<file path="src/rtl/mmio_hub_if.sv">
// mmio_hub_if
//   CPU-side data port of the MMIO hub.
//   master modport: the CPU (drives request, address, write data)
//   slave modport : the hub (returns read data, serviced pulse, stall)
//   en            request, level, held by the CPU while mem_wait is high
//   write_enable  1 = write, 0 = read
//   byte_select   address LSB; real byte address = {addr[14:0], byte_select}
//   addr          word address
//   data_in       write data
//   data_out      registered read data
//   serviced_read one-cycle pulse, data_out valid for an MMIO read
//   mem_wait      CPU stall
interface mmio_hub_if;
   logic        en;
   logic        write_enable;
   logic        byte_select;
   logic [15:0] addr;
   logic [15:0] data_in;
   logic [15:0] data_out;
   logic        serviced_read;
   logic        mem_wait;

   modport master (
      output en, write_enable, byte_select, addr, data_in,
      input  data_out, serviced_read, mem_wait
   );

   modport slave (
      input  en, write_enable, byte_select, addr, data_in,
      output data_out, serviced_read, mem_wait
   );
endinterface

</file>
<file path="src/rtl/mmio_hub.sv">
// mmio_hub
//   Decodes CPU accesses in the region at BASE: four local registers at
//   BASE+0..3, then NUM_SLOTS peripheral windows of 2^SLOT_BITS bytes each
//   starting at BASE+2^SLOT_BITS. Slot accesses can be stretched with
//   slot_wait and are aborted after TIMEOUT wait cycles.
// Ports
//   clk, rst_n   clock / asynchronous active-low reset
//   bus          CPU data port (mmio_hub_if.slave)
//   switches     asynchronous switch inputs (synchronised here)
//   irq          |(irq_status & irq_mask)
//   slot_sel     one-hot slot select while a slot access is active
//   slot_wr/rd   write/read strobes, level while access active
//   slot_offset  byte offset within the slot window
//   slot_wdata   write data to slots (= bus.data_in)
//   slot_rdata   slot k read data at [16k+15:16k]
//   slot_wait    slot k not ready
module mmio_hub #(
   parameter int          NUM_SLOTS   = 4,
   parameter int          SLOT_BITS   = 4,
   parameter logic [15:0] BASE        = 16'hff00,
   parameter int          SW_WIDTH    = 4,
   parameter int          SYNC_STAGES = 2,
   parameter int          TIMEOUT     = 255
) (
   input  logic                   clk,
   input  logic                   rst_n,
   mmio_hub_if.slave              bus,
   input  logic [SW_WIDTH-1:0]    switches,
   output logic                   irq,
   output logic [NUM_SLOTS-1:0]   slot_sel,
   output logic                   slot_wr,
   output logic                   slot_rd,
   output logic [SLOT_BITS-1:0]   slot_offset,
   output logic [15:0]            slot_wdata,
   input  logic [16*NUM_SLOTS-1:0] slot_rdata,
   input  logic [NUM_SLOTS-1:0]   slot_wait
);
   localparam int IDX_W = 3;

   typedef enum logic {IDLE, WAIT} state_t;

   state_t            state_reg, state_next;
   logic [IDX_W-1:0]  idx_reg, idx_next;
   logic              wr_reg, wr_next;
   logic [15:0]       wait_cnt_reg, wait_cnt_next;

   logic [SW_WIDTH-1:0] sync_reg [SYNC_STAGES];
   logic [SW_WIDTH-1:0] sw_prev_reg;
   logic [SW_WIDTH-1:0] irq_status_reg, irq_status_next;
   logic [SW_WIDTH-1:0] irq_mask_reg, irq_mask_next;
   logic                err_to_reg, err_to_next, err_um_reg, err_um_next;
   logic [IDX_W-1:0]    err_idx_reg, err_idx_next;
   logic [15:0]         data_out_reg, data_out_next;
   logic                serviced_reg, serviced_next;

   // ---------------- address decode ----------------
   logic [15:0]      real_addr, offset, slot_num;
   logic             hit, dec_local, dec_slot, dec_unmapped, idle;
   logic [IDX_W-1:0] dec_idx;

   // Gating with rst_n keeps strobes and stall low for the whole reset,
   // even if the CPU is still presenting a request.
   assign real_addr    = {bus.addr[14:0], bus.byte_select};
   assign hit          = bus.en && rst_n && (real_addr >= BASE);
   assign offset       = real_addr - BASE;
   assign slot_num     = offset >> SLOT_BITS;
   assign dec_local    = hit && (offset < 16'd4);
   assign dec_slot     = hit && (slot_num >= 16'd1) && (slot_num <= 16'(NUM_SLOTS));
   assign dec_unmapped = hit && !dec_local && !dec_slot;
   assign dec_idx      = IDX_W'(slot_num - 16'd1);
   assign idle         = (state_reg == IDLE);

   // Slot vectors padded to 8 entries so a 3-bit index never runs off the end.
   logic [15:0] rdata_arr [8];
   logic [7:0]  wait_vec;
   genvar gi;
   generate
      for (gi = 0; gi < 8; gi++) begin : g_pad
         if (gi < NUM_SLOTS) begin : g_used
            assign rdata_arr[gi] = slot_rdata[16*gi +: 16];
            assign wait_vec[gi]  = slot_wait[gi];
         end else begin : g_unused
            assign rdata_arr[gi] = 16'h0000;
            assign wait_vec[gi]  = 1'b0;
         end
      end
   endgenerate

   // ---------------- access FSM ----------------
   logic             acc_active, acc_wr, slot_done, slot_timeout;
   logic [IDX_W-1:0] acc_idx;

   always_ff @(posedge clk or negedge rst_n) begin
      if (!rst_n) begin
         state_reg    <= IDLE;
         idx_reg      <= '0;
         wr_reg       <= 1'b0;
         wait_cnt_reg <= '0;
      end else begin
         state_reg    <= state_next;
         idx_reg      <= idx_next;
         wr_reg       <= wr_next;
         wait_cnt_reg <= wait_cnt_next;
      end
   end

   always_comb begin
      state_next    = state_reg;
      idx_next      = idx_reg;
      wr_next       = wr_reg;
      wait_cnt_next = wait_cnt_reg;
      acc_active    = 1'b0;
      acc_idx       = dec_idx;
      acc_wr        = bus.write_enable;
      slot_done     = 1'b0;
      slot_timeout  = 1'b0;
      case (state_reg)
         IDLE: begin
            acc_active = dec_slot;
            if (dec_slot) begin
               if (!wait_vec[dec_idx]) begin
                  slot_done = 1'b1;
               end else begin
                  state_next    = WAIT;
                  idx_next      = dec_idx;
                  wr_next       = bus.write_enable;
                  wait_cnt_next = 16'd1;
               end
            end
         end
         WAIT: begin
            acc_idx    = idx_reg;
            acc_wr     = wr_reg;
            acc_active = bus.en && rst_n;
            if (!acc_active) begin
               state_next = IDLE;          // CPU gave up: silent abort
            end else if (!wait_vec[idx_reg]) begin
               slot_done  = 1'b1;
               state_next = IDLE;
            end else if (wait_cnt_reg == 16'(TIMEOUT)) begin
               slot_timeout = 1'b1;
               state_next   = IDLE;
            end else begin
               wait_cnt_next = wait_cnt_reg + 16'd1;
            end
         end
         default: state_next = IDLE;
      endcase
   end

   // A timeout ends the access too, so the CPU is released on that cycle.
   assign bus.mem_wait = acc_active && !slot_done && !slot_timeout;
   assign slot_wr      = acc_active && acc_wr;
   assign slot_rd      = acc_active && !acc_wr;
   assign slot_offset  = real_addr[SLOT_BITS-1:0];
   assign slot_wdata   = bus.data_in;

   generate
      for (gi = 0; gi < NUM_SLOTS; gi++) begin : g_sel
         assign slot_sel[gi] = acc_active && (acc_idx == IDX_W'(gi));
      end
   endgenerate

   // ---------------- switch synchroniser ----------------
   logic [SW_WIDTH-1:0] sw_sync, sw_rise;
   assign sw_sync = sync_reg[SYNC_STAGES-1];
   assign sw_rise = sw_sync & ~sw_prev_reg;

   always_ff @(posedge clk or negedge rst_n) begin
      if (!rst_n) begin
         for (int i = 0; i < SYNC_STAGES; i++) sync_reg[i] <= '0;
         sw_prev_reg <= '0;
      end else begin
         sync_reg[0] <= switches;
         for (int i = 1; i < SYNC_STAGES; i++) sync_reg[i] <= sync_reg[i-1];
         sw_prev_reg <= sw_sync;
      end
   end

   // ---------------- local registers and read data ----------------
   logic [15:0] local_rdata;

   always_comb begin
      local_rdata = 16'h0000;
      case (offset[1:0])
         2'd0: local_rdata = 16'(sw_sync);
         2'd1: local_rdata = 16'(irq_status_reg);
         2'd2: local_rdata = 16'(irq_mask_reg);
         default: local_rdata = {9'd0, err_idx_reg, 2'b00, err_um_reg, err_to_reg};
      endcase
   end

   always_comb begin
      data_out_next   = data_out_reg;
      serviced_next   = 1'b0;
      irq_status_next = irq_status_reg;
      irq_mask_next   = irq_mask_reg;
      err_to_next     = err_to_reg;
      err_um_next     = err_um_reg;
      err_idx_next    = err_idx_reg;

      if (idle && dec_local && bus.write_enable) begin
         case (offset[1:0])
            2'd1: irq_status_next = irq_status_reg & ~bus.data_in[SW_WIDTH-1:0];
            2'd2: irq_mask_next   = bus.data_in[SW_WIDTH-1:0];
            2'd3: begin
               if (bus.data_in[0]) err_to_next = 1'b0;
               if (bus.data_in[1]) err_um_next = 1'b0;
            end
            default: ;
         endcase
      end
      if (idle && dec_local && !bus.write_enable) begin
         serviced_next = 1'b1;
         data_out_next = local_rdata;
      end

      // Sets are applied after the W1C clears so a coincident event wins.
      irq_status_next = irq_status_next | sw_rise;

      if (idle && dec_unmapped) begin
         err_um_next = 1'b1;
         if (!bus.write_enable) begin
            serviced_next = 1'b1;
            data_out_next = 16'h0000;
         end
      end
      if (slot_done && !acc_wr) begin
         serviced_next = 1'b1;
         data_out_next = rdata_arr[acc_idx];
      end
      if (slot_timeout) begin
         err_to_next  = 1'b1;
         err_idx_next = acc_idx;
         if (!acc_wr) begin
            serviced_next = 1'b1;
            data_out_next = 16'hffff;
         end
      end
   end

   always_ff @(posedge clk or negedge rst_n) begin
      if (!rst_n) begin
         data_out_reg   <= '0;
         serviced_reg   <= 1'b0;
         irq_status_reg <= '0;
         irq_mask_reg   <= '0;
         err_to_reg     <= 1'b0;
         err_um_reg     <= 1'b0;
         err_idx_reg    <= '0;
      end else begin
         data_out_reg   <= data_out_next;
         serviced_reg   <= serviced_next;
         irq_status_reg <= irq_status_next;
         irq_mask_reg   <= irq_mask_next;
         err_to_reg     <= err_to_next;
         err_um_reg     <= err_um_next;
         err_idx_reg    <= err_idx_next;
      end
   end

   assign bus.data_out      = data_out_reg;
   assign bus.serviced_read = serviced_reg;
   assign irq               = |(irq_status_reg & irq_mask_reg);
endmodule
</file>
<file path="src/flat_wrapper.sv">
// flat-port wrapper written by rule: the top's interface ports become plain ports
module mmio_hub_flat 
#(
   parameter int          NUM_SLOTS   = 4,
   parameter int          SLOT_BITS   = 4,
   parameter logic [15:0] BASE        = 16'hff00,
   parameter int          SW_WIDTH    = 4,
   parameter int          SYNC_STAGES = 2,
   parameter int          TIMEOUT     = 255
)
  (clk, rst_n, switches, irq, slot_sel, slot_wr, slot_rd, slot_offset, slot_wdata, slot_rdata, slot_wait, bus_en, bus_write_enable, bus_byte_select, bus_addr, bus_data_in, bus_data_out, bus_serviced_read, bus_mem_wait);
  mmio_hub_if bus_i ();
  input  logic clk;
  input  logic rst_n;
  input  logic [SW_WIDTH-1:0] switches;
  output logic irq;
  output logic [NUM_SLOTS-1:0] slot_sel;
  output logic slot_wr;
  output logic slot_rd;
  output logic [SLOT_BITS-1:0] slot_offset;
  output logic [15:0] slot_wdata;
  input  logic [16*NUM_SLOTS-1:0] slot_rdata;
  input  logic [NUM_SLOTS-1:0] slot_wait;
  input wire logic [$bits(bus_i.en)-1:0] bus_en;
  input wire logic [$bits(bus_i.write_enable)-1:0] bus_write_enable;
  input wire logic [$bits(bus_i.byte_select)-1:0] bus_byte_select;
  input wire logic [$bits(bus_i.addr)-1:0] bus_addr;
  input wire logic [$bits(bus_i.data_in)-1:0] bus_data_in;
  output wire logic [$bits(bus_i.data_out)-1:0] bus_data_out;
  output wire logic [$bits(bus_i.serviced_read)-1:0] bus_serviced_read;
  output wire logic [$bits(bus_i.mem_wait)-1:0] bus_mem_wait;
  assign bus_i.en = bus_en;
  assign bus_i.write_enable = bus_write_enable;
  assign bus_i.byte_select = bus_byte_select;
  assign bus_i.addr = bus_addr;
  assign bus_i.data_in = bus_data_in;
  assign bus_data_out = bus_i.data_out;
  assign bus_serviced_read = bus_i.serviced_read;
  assign bus_mem_wait = bus_i.mem_wait;
  mmio_hub #(.NUM_SLOTS(NUM_SLOTS), .SLOT_BITS(SLOT_BITS), .BASE(BASE), .SW_WIDTH(SW_WIDTH), .SYNC_STAGES(SYNC_STAGES), .TIMEOUT(TIMEOUT)) u_core (.clk(clk), .rst_n(rst_n), .bus(bus_i), .switches(switches), .irq(irq), .slot_sel(slot_sel), .slot_wr(slot_wr), .slot_rd(slot_rd), .slot_offset(slot_offset), .slot_wdata(slot_wdata), .slot_rdata(slot_rdata), .slot_wait(slot_wait));
endmodule
</file>
<file path="config.mk">
export PLATFORM = sky130hd
export DESIGN_NAME = mmio_hub_flat
export DESIGN_NICKNAME = d
export VERILOG_FILES = /design/src/rtl/mmio_hub_if.sv /design/src/rtl/mmio_hub.sv /design/src/flat_wrapper.sv
export SDC_FILE = /design/constraint.sdc
export NUM_CORES = 1
export LEC_CHECK = 0
export ABC_AREA = 1
export CORE_MARGIN = 5
export CORE_UTILIZATION = 46
export CTS_BUF_LIST = sky130_fd_sc_hd__clkbuf_4 sky130_fd_sc_hd__clkbuf_8 sky130_fd_sc_hd__clkbuf_16
export CTS_CLUSTER_SIZE = 8
export DETAILED_ROUTE_END_ITERATION = 8
export PLACE_DENSITY = 0.93
export SLEW_MARGIN = 5
export SYNTH_ARGS = -nofsm -noshare
export SYNTH_HDL_FRONTEND = slang
export SYNTH_SLANG_ARGS = --single-unit
</file>
<file path="constraint.sdc">
create_clock -name clk -period 2 [get_ports clk]
set_input_delay 0.4 -clock clk [delete_from_list [all_inputs] [get_ports clk]]
set_output_delay 0.4 -clock clk [all_outputs]
set_load 0.03 [all_outputs]
</file>
Yosys cells after proc, flatten, opt, wreduce, memory -nomap -nowiden
Index checks and enable logic that the tools add are counted.
- register bits after elaboration: 63
- bits of input ports: 109
- output and inout port bits: 45
- word-level logic and storage cells: 138
- add/subtract/negate cells: 3
- order comparisons: 7
- equality and inequality tests: 12
- muxes and demuxes: 54
- bitwise gates (word level): 8
- reductions and logical operators: 40
- operator list (cell ; number):
    $mux 16 ; 13
    $bmux 16 s3 ; 1
    $pmux 16 s2 ; 1
    $mux 1 ; 30
    $pmux 7 s3 ; 1
    $logic_and 1x1->1 ; 20
    $add 16x1->16 const B ; 1
    $eq 16x8->1 const B ; 1
    $ge 16x16->1 const B ; 1
    $lt 16x3->1 const B ; 1
    $sub 16x16->16 const B ; 1
    $and 4x4->4 ; 3
    $ge 12x1->1 const B ; 1
    $le 12x3->1 const B ; 1
    $reduce_bool 2->1 ; 6
    $reduce_and 3->1 ; 3
    $lt 3x4->1 const B ; 2
    $mux 4 ; 2
    $ne 2x2->1 const B ; 4
    $not 4->4 ; 2
    $bmux 1 s3 ; 2
    $eq 3x2->1 const B ; 2
    $logic_not 1->1 ; 6
    $pmux 1 s2 ; 3
    15 further kinds ; 16

Depth between registers and ports, before layout
Gate-level depths: netlist of run 1.
- depth in word-level cells: 11
- depth in mapped cells: 15
- gate-level depth less buffers: 15

Worst setup path before layout of run 1
OpenSTA, ideal clock, no wires.
- kind: input -> output
- start point: in bus_addr[3]
- end point: out slot_sel[0]
- arrival time: 2.293 ns
- required time: 1.600 ns
- path slack: -0.693 ns
- stages on the path: 8
- path buffers: 1
- cell sequence: inv_1 -> ha_1 -> nand2_1 -> inv_1 -> nor2_1 -> o21ai_0 -> buf_2 -> nor4_1
- word-level cells in the longest chain between the ends: 6
- elaborated cells between the ends (all ways): 12
- those cells by class: add/sub: 2; order compare: 3; mux: 2; reduce/logical: 5
- ends and longest elaborated chain (element ; RTL line ; source):
    start, declared ; flat_wrapper.sv:27 ; input wire logic [$bits(bus_i.addr)-1:0] bus_addr;
    $sub 16x16->16 or $ge 16x16->1 (tied branches) ; mmio_hub.sv:65, mmio_hub.sv:64 ;
    $ge 12x1->1 or $logic_and 1x1->1 (tied branches) ; mmio_hub.sv:68, mmio_hub.sv:64 ;
    $logic_and 1x1->1 (2 in a row) ; mmio_hub.sv:68 ; assign dec_slot = hit && (slot_num >= 16'd1) && (slot_num <= 16'(NUM_SLOTS));
    $pmux 1 s2 ; mmio_hub.sv:117 ; case (state_reg)
    $logic_and 1x1->1 (*) ; mmio_hub.sv:160 ; assign slot_sel[gi] = acc_active && (acc_idx == IDX_W'(gi));
    end, declared ; flat_wrapper.sv:17 ; output logic [NUM_SLOTS-1:0] slot_sel;
Every way passes the cells marked *; elsewhere a longest branch is shown, timed or not.

Worst setup path after layout of run 1
- start point: in bus_addr[5]
- end point: out slot_sel[0]
Same word-level chain as after synthesis.

==> flow_summary.yaml, run 1 <==
outcome:
  status: "finished with violations"
  violations: "setup timing"
sta:
  period_needed_ps: 2250
  fmax_ghz: 0.444
  relSlewSlack_pct: 46.3
  hold_violations: 0
  whs_ps: 251
  min_period_over_period_pct: 113
  setup_viol: 17
  worst_pin_slew_ps: 806
  skew_ps: 12.3
  rsz0062_at_grt: "true"
  fin_tns_setup_ps: -1820
  fin_ws_ps: -251
  slew_viol_final: 0
cells_and_area:
  syn_to_final_growth_pct: 55.0
  antennaDiodeCount: 0
  drive_gt1_share_pct: 32.4
  fin_nets: 854
  instances_no_fill: 875
routing:
  vias: 5331
  drcViolationCount: 0
  ant_nets: 0
  routed_via_density: 6.09
  wl_mm: 19.5
  drt_first_pass_iters: 6
  wl_per_cell_um: 22.2
  drt_iter0_markers: 558
placement:
  placed_cells: 829
  port_buffers: 128
  dp_hpwl_mm: 11.1
  place_congestion: 0.916
  dpl_worst_slack_ps: -695
synthesis:
  synth_seq_cells: 63
  synth.area.mux_share_pct: 0
  synth_xor_area_share_pct: 1.00
  synthAdderAreaFrac_pct: 0.861
  syn_area_mm2: 0.00436
  yosys.area_share.simple_pct: 30.9
  syn_nets: 664
  yosysWarnings: 0
  synth_compound_area_share_pct: 19.1
  syn_area_per_cell_um2: 7.89
  synth_top_family_by_area: "simple AND/OR/NAND/NOR gates"
  synth_cell_types: 42
  syn_inst: 552
  yosysSeqAreaShare_pct: 36.2
power_and_ir_drop:
  netSwitchingPower_uw: 902
  switching_share_pct: 28.6
  intPower_mw: 2.26
  seq_power_share_pct: 41.3
  cellPowerDensity_mw_per_mm2: 468
  p_leak_nw: 3.18
  ir_drop_uv: 445
  clkPwrFrac_pct: 34.6
  total_power_mw: 3.16
  combPwrFrac_pct: 24.1
flow_run:
  max-cap-violations: 0
floorplan:
  ios: 154
  initial_core_util_pct: 47.2
  chipWidth_um: 107
  dieArea_mm2: 0.0115
  row_count: 35
  die_h_um: 107
  core-area_mm2: 0.00924
clock_network:
  clock_sinks: 63
  root_buffer: "clkbuf_8"
  cts_max_path_buffers: 2
  cts_buffers: 9
  htree_num_levels: 3
  cts_tree: "done"
  clk_latency_ps: 370
  hold_buffers: 0
  path_clk_slew_ps: 80
setup_path:
  cp.required_ps: 1600
  cp_max_fo: 3
  cp_num_buf_inv: 4
  worstPathCellList: "clkdlybuf4s15_2 > inv_2 > nor2_4 > nor2_4 > o21ai_4 > nor2_8 > a21oi_4 > buf_6 > nor4_4 > buf_6"
  start_kind: "input pin"
  critPathMaxStageDelay_ps: 310
  end_kind: "output pin"
  crit_family: "buffers and inverters"
  cp.arrival_ps: 1850
  criticalPathCategory: "input pin to output pin"
  cpMaxStageDelayCell: "nor4_4"
grt:
  grt_pass1_wl_mm: 26.1
  grt_usage_pct: 28.9
  grt_max_degree: 64
  grt_pass1_vias: 5318
  gr-total-overflow: 0
  antenna_found_initial: 0
hold_path:
  hp-class: "input pin to asynchronous set/reset pin"
[cells in the final DEF, fill, tap and decap left out, types with 4 or more instances in the layout]
master | Yosys | final
a21oi_1 | 28 | 23
a21oi_2 | 17 | 21
a22oi_1 | 23 | 17
a22oi_2 | 9 | 15
a31oi_1 | 5 | 5
buf_12 | 0 | 7
buf_2 | 5 | 7
buf_4 | 21 | 76
buf_6 | 7 | 14
clkbuf_8 | 0 | 12
clkdlybuf4s50_1 | 0 | 100
dfrtp_1 | 63 | 62
inv_1 | 58 | 51
inv_2 | 5 | 9
nand2_1 | 142 | 131
nand2_2 | 4 | 10
nand2_4 | 3 | 8
nand3_1 | 24 | 23
nand4_1 | 10 | 10
nor2_1 | 37 | 31
nor2_2 | 9 | 10
nor2_4 | 5 | 11
nor2_8 | 4 | 4
nor3_1 | 8 | 7
nor4_4 | 0 | 4
o21ai_0 | 14 | 13
o21ai_1 | 7 | 7
o21ai_4 | 1 | 4
o21bai_1 | 4 | 4
xor2_1 | 5 | 5
[per-stage QoR]
stage / instance area [um^2] / util (%)
6_report: 6760 / 73.1
5_1_grt: 6760 / 73.1
4_1_cts: 6570 / 71.1
3_5_place_dp: 6130 / 66.3
3_3_place_gp: 6130 / 66.3
2_1_floorplan: 4470 / -
[worst paths after layout]
check | startpoint | to | slack [ps] | cells after the start
min in group clk | u_core.sync_reg[4]$_DFF_PN0_ | u_core.sw_sync[0]$_DFF_PN0_ | 350 | 0
hold reg to reg | u_core.sync_reg[4]$_DFF_PN0_ | u_core.sw_sync[0]$_DFF_PN0_ | 350 | 0
setup / recovery | bus_addr[5] | slot_sel[0] | -250 | 10
hold / removal | rst_n | u_core.wr_reg$_DFFE_PN0P_ | 250 | 2
max in group asynchronous | rst_n | u_core.state_reg$_DFF_PN0_ | 1180 | 2
setup reg to reg | u_core.state_reg$_DFF_PN0_ | u_core.bus.data_out[5]$_DFF_PN0_ | -100 | 10
[area by class of cell]
class	instances	area, um^2
multi-input combinational	390	2530
fill	578	2480
timing repair buffer	213	2020
sequential	63	1580
inverter	65	274
clock buffer	15	188
tap	129	161
[cells in the mapped netlist, drive strengths merged]
library cell	n	area share (%)
o2111ai	2	0.40
ha	3	0.86
nor4	7	1.0
inv	65	5.8
o211ai	2	0.34
nand3b	2	0.34
o21ai	25	3.4
dfrtp	63	36
xor2	5	1.0
nor3	11	2.0
buf	33	6.0
nand4	12	2.4
o21bai	4	0.69
o21a	1	0.17
nor3b	1	0.29
nand2	149	14
clkbuf	2	0.17
nor2	55	7.6
o31ai	1	0.17
a21oi	45	6.6
a22oi	32	6.5
a31oi	5	0.72
nand3	27	3.6
[cells by family after synthesis]
group | Yosys count
buf+inv | 100
simple gates | 264
flops | 63
fa+ha+maj | 3
compound gates | 117
xor+xnor | 5
[power by group through the flow]
stage / combinational (mW) / sequential (mW) / clock [mW]
finish: 0.761 / 1.30 / 1.09
detailed placement: 0.665 / 1.33 / 0
global placement: 0.640 / 1.33 / 0
floorplan: 0.319 / 1.33 / 0
CTS: 0.687 / 1.30 / 1.08
global route: 0.794 / 1.31 / 1.17
[repair_timing]
item / CTS / global route
resized for setup: 80 / 34
buffers inserted: 22 / 9
gates cloned: 0 / 2
endpoints found under the setup margin: 48 / 32
pin swaps: 21 / 20
[per-layer routing]
layer  part of all wire, %  track usage (%)  vias up
li1                      -                -     2201
met1                    32             30.6     2467
met2                    49             49.9      461
met3                   9.6             9.30      202
met4                    10             17.6        0
met5                     0                0        -
No activity file was read; power rests on OpenSTA's default activity.
==> run 2, diff against run 1 <==
- ABC_AREA: 1 -> unset
- CORE_UTILIZATION: 46 -> 44
- PLACE_DENSITY: 0.93 -> 0.92
==> run 2 against run 1 <==
The run still ends with setup timing left. Non-clock buffer count increased by 16. Combinational power is 12% lower. First-iteration DRC count grew 8.2%. Clock power about the same. Critical path type is now register to output pin. Largest power group unchanged. Highest routed layer unchanged.
==> flow_summary.yaml, run 2 <==
synthesis:
  synth_cell_types: 50
  synthFlopType: "dfrtp_1"
  yosysMostFrequentCell: "dfrtp_1"
  syn_inst: 374
  syn_area_mm2: 0.00392
  synthTopCellsByCount: "dfrtp_1, nand2_1, a21oi_1, buf_4, mux4_2"
  synth_area_leaders: "dfrtp_1, mux4_2, mux2i_1"
  synth_edf_count: 0
  syn_area_per_cell_um2: 10.5
  yosysSeqAreaShare_pct: 40.2
  syn_nets: 486
  yosysWarnings: 0
  synth_seq_cells: 63
  synthArstFlopShare_pct: 100
  synth_largest_area_cell: "dfrtp_1"
  synth_top_area_share_pct: 40.2
placement:
  placed_cell_area_mm2: 0.00587
  place_congestion: 0.846
  port_buffers: 128
  dpl_worst_slack_ps: -759
  dp_hpwl_mm: 10.2
  placed_cells: 644
clock_network:
  clock_sinks: 63
  htree_num_levels: 3
  cts_tree: "done"
  cts_buffers: 9
  path_clk_slew_ps: 80
  hold_buffers: 0
  cts_max_path_buffers: 2
  root_buffer: "clkbuf_8"
  clk_latency_ps: 360
sta:
  whs_ps: 247
  hold_violations: 0
  relSlewSlack_pct: 66.9
  setup_viol: 52
  period_needed_ps: 2550
  slew_viol_final: 0
  fmax_ghz: 0.393
  worst_pin_slew_ps: 496
  rsz0062_at_grt: "true"
  min_period_over_period_pct: 127
  skew_ps: 12.1
  fin_tns_setup_ps: -12270
  fin_ws_ps: -546
floorplan:
  dieArea_mm2: 0.0109
  chipWidth_um: 104
  ios: 154
  die_h_um: 104
  initial_core_util_pct: 45.0
  core-area_mm2: 0.00872
  row_count: 34
setup_path:
  cp_max_fo: 2
  cp_common_cell: "or4_4"
  cp.arrival_ps: 2150
  end_kind: "output pin"
  critPathMaxStageDelay_ps: 550
  cpMaxStageDelayCell: "or4_4"
  cp.required_ps: 1600
  criticalPathCategory: "register to output pin"
  start_kind: "register"
  worstPathCellList: "or4_4 > or4_4 > nand3_4 > nand2_4 > buf_12"
power_and_ir_drop:
  ir_drop_uv: 287
  cellPowerDensity_mw_per_mm2: 455
  total_power_mw: 3.03
  p_leak_nw: 2.84
outcome:
  violations: "setup timing"
  status: "finished with violations"
grt:
  grt_pass1_wl_mm: 23.5
  gr-total-overflow: 0
  grt_max_degree: 35
  grt_pass1_vias: 4298
  antenna_found_initial: 0
  grt_usage_pct: 27.2
routing:
  drcViolationCount: 0
  wl_per_cell_um: 26.7
  vias: 4441
  routed_via_density: 6.47
  wl_mm: 18.3
  drt_first_pass_iters: 5
  ant_nets: 0
  drt_iter0_markers: 604
flow_run:
  max-cap-violations: 0
hold_path:
  hp-class: "input pin to asynchronous set/reset pin"
cells_and_area:
  final_area_mm2: 0.00666
  fillCellCount: 461
  drive_gt1_share_pct: 42.7
  fin_nets: 685
  layout_common_cells: "clkdlybuf4s50_1, buf_4, dfrtp_1"
  final_common_cell: "clkdlybuf4s50_1"
  syn_to_final_growth_pct: 69.8
  instances_no_fill: 686
  utilization_pct: 76.3
  antennaDiodeCount: 0
==> run 2: cell count changes after synthesis, moves of 14 or more <==
cell | before | now
nor2_1 | 37 | 8
inv_1 | 58 | 15
nand2b_1 | 0 | 16
nand2_1 | 142 | 38
a211oi_1 | 0 | 16
a22oi_1 | 23 | 9
mux2i_1 | 0 | 16
mux4_2 | 0 | 19
==> run 2: logic make-up (layout without fill, tap and decap cells) <==
logic type / Yosys count / in the layout / share of synthesized area, %
AO/OA/AOI/OAI: 86 / 86 / 15.6
XOR/XNOR: 1 / 1 / 0.223
adder cells (fa/ha/maj): 3 / 3 / 0.957
buffers and inverters: 56 / 260 / 7.98
flip-flops: 63 / 63 / 40.2
multiplexers: 46 / 46 / 18.3
AND/OR/NAND/NOR: 119 / 119 / 16.8
==> run 2: worst paths after layout <==
check | from | end | slack (ps) | cells past startpoint
min | rst_n | u_core.wait_cnt_reg[0]$_DFFE_PN0P_ | 250 | 3
min in group clk | u_core.sync_reg[6]$_DFF_PN0_ | u_core.sw_sync[2]$_DFF_PN0_ | 340 | 0
min reg2reg | u_core.sync_reg[6]$_DFF_PN0_ | u_core.sw_sync[2]$_DFF_PN0_ | 340 | 0
max in group asynchronous | rst_n | u_core.idx_reg[0]$_DFFE_PN0P_ | 1420 | 3
max reg2reg | u_core.wait_cnt_reg[14]$_DFFE_PN0P_ | u_core.bus.data_out[10]$_DFF_PN0_ | -440 | 7
max | u_core.wait_cnt_reg[14]$_DFFE_PN0P_ | bus_mem_wait | -550 | 5
==> run 2: worst max-delay path, delay by kind of cell, from the launching register on <==
family	cells	cell delay (ps)
buffers and inverters	1	130
DFF	1	390
and+or+nand+nor	4	1270
==> run 2: repair_timing <==
| action | 4_1_cts | 5_1_grt |
|---|---|---|
| pin swaps | 23 | 28 |
| endpoints found under the setup margin | 57 | 55 |
| gates resized for setup | 50 | 48 |
| gates cloned | 0 | 2 |
| buffers inserted | 12 | 14 |
==> run 2: metal layers <==
metal	track usage [%]	up-vias	share of wire, %
met5	0	-	0
met2	46.7	338	49
met1	29.8	2173	33
met4	15.4	0	9.2
met3	7.70	147	8.8
li1	-	1783	-
==> run 2: report_power, final <==
part	internal, mW	leakage (nW)	switching (mW)	total (mW)
Clock	0.489	0.0930	0.567	1.06
Combinational	0.364	1.93	0.308	0.672
Sequential	1.29	0.821	0.0108	1.30
Total	2.14	2.84	0.886	3.03
==> run 2: layout make-up <==
cell class                      instances  area [um^2]  share of cell area (%)
Sequential cell                        63         1580                    23.7
Multi-Input combinational cell        255         2510                    37.7
Clock buffer                           10          138                    2.07
Inverter                               15         73.8                    1.11
Timing Repair Buffer                  229         2180                    32.7
Clock inverter                          6         43.8                   0.658
Tap cell                              108          135                    2.03
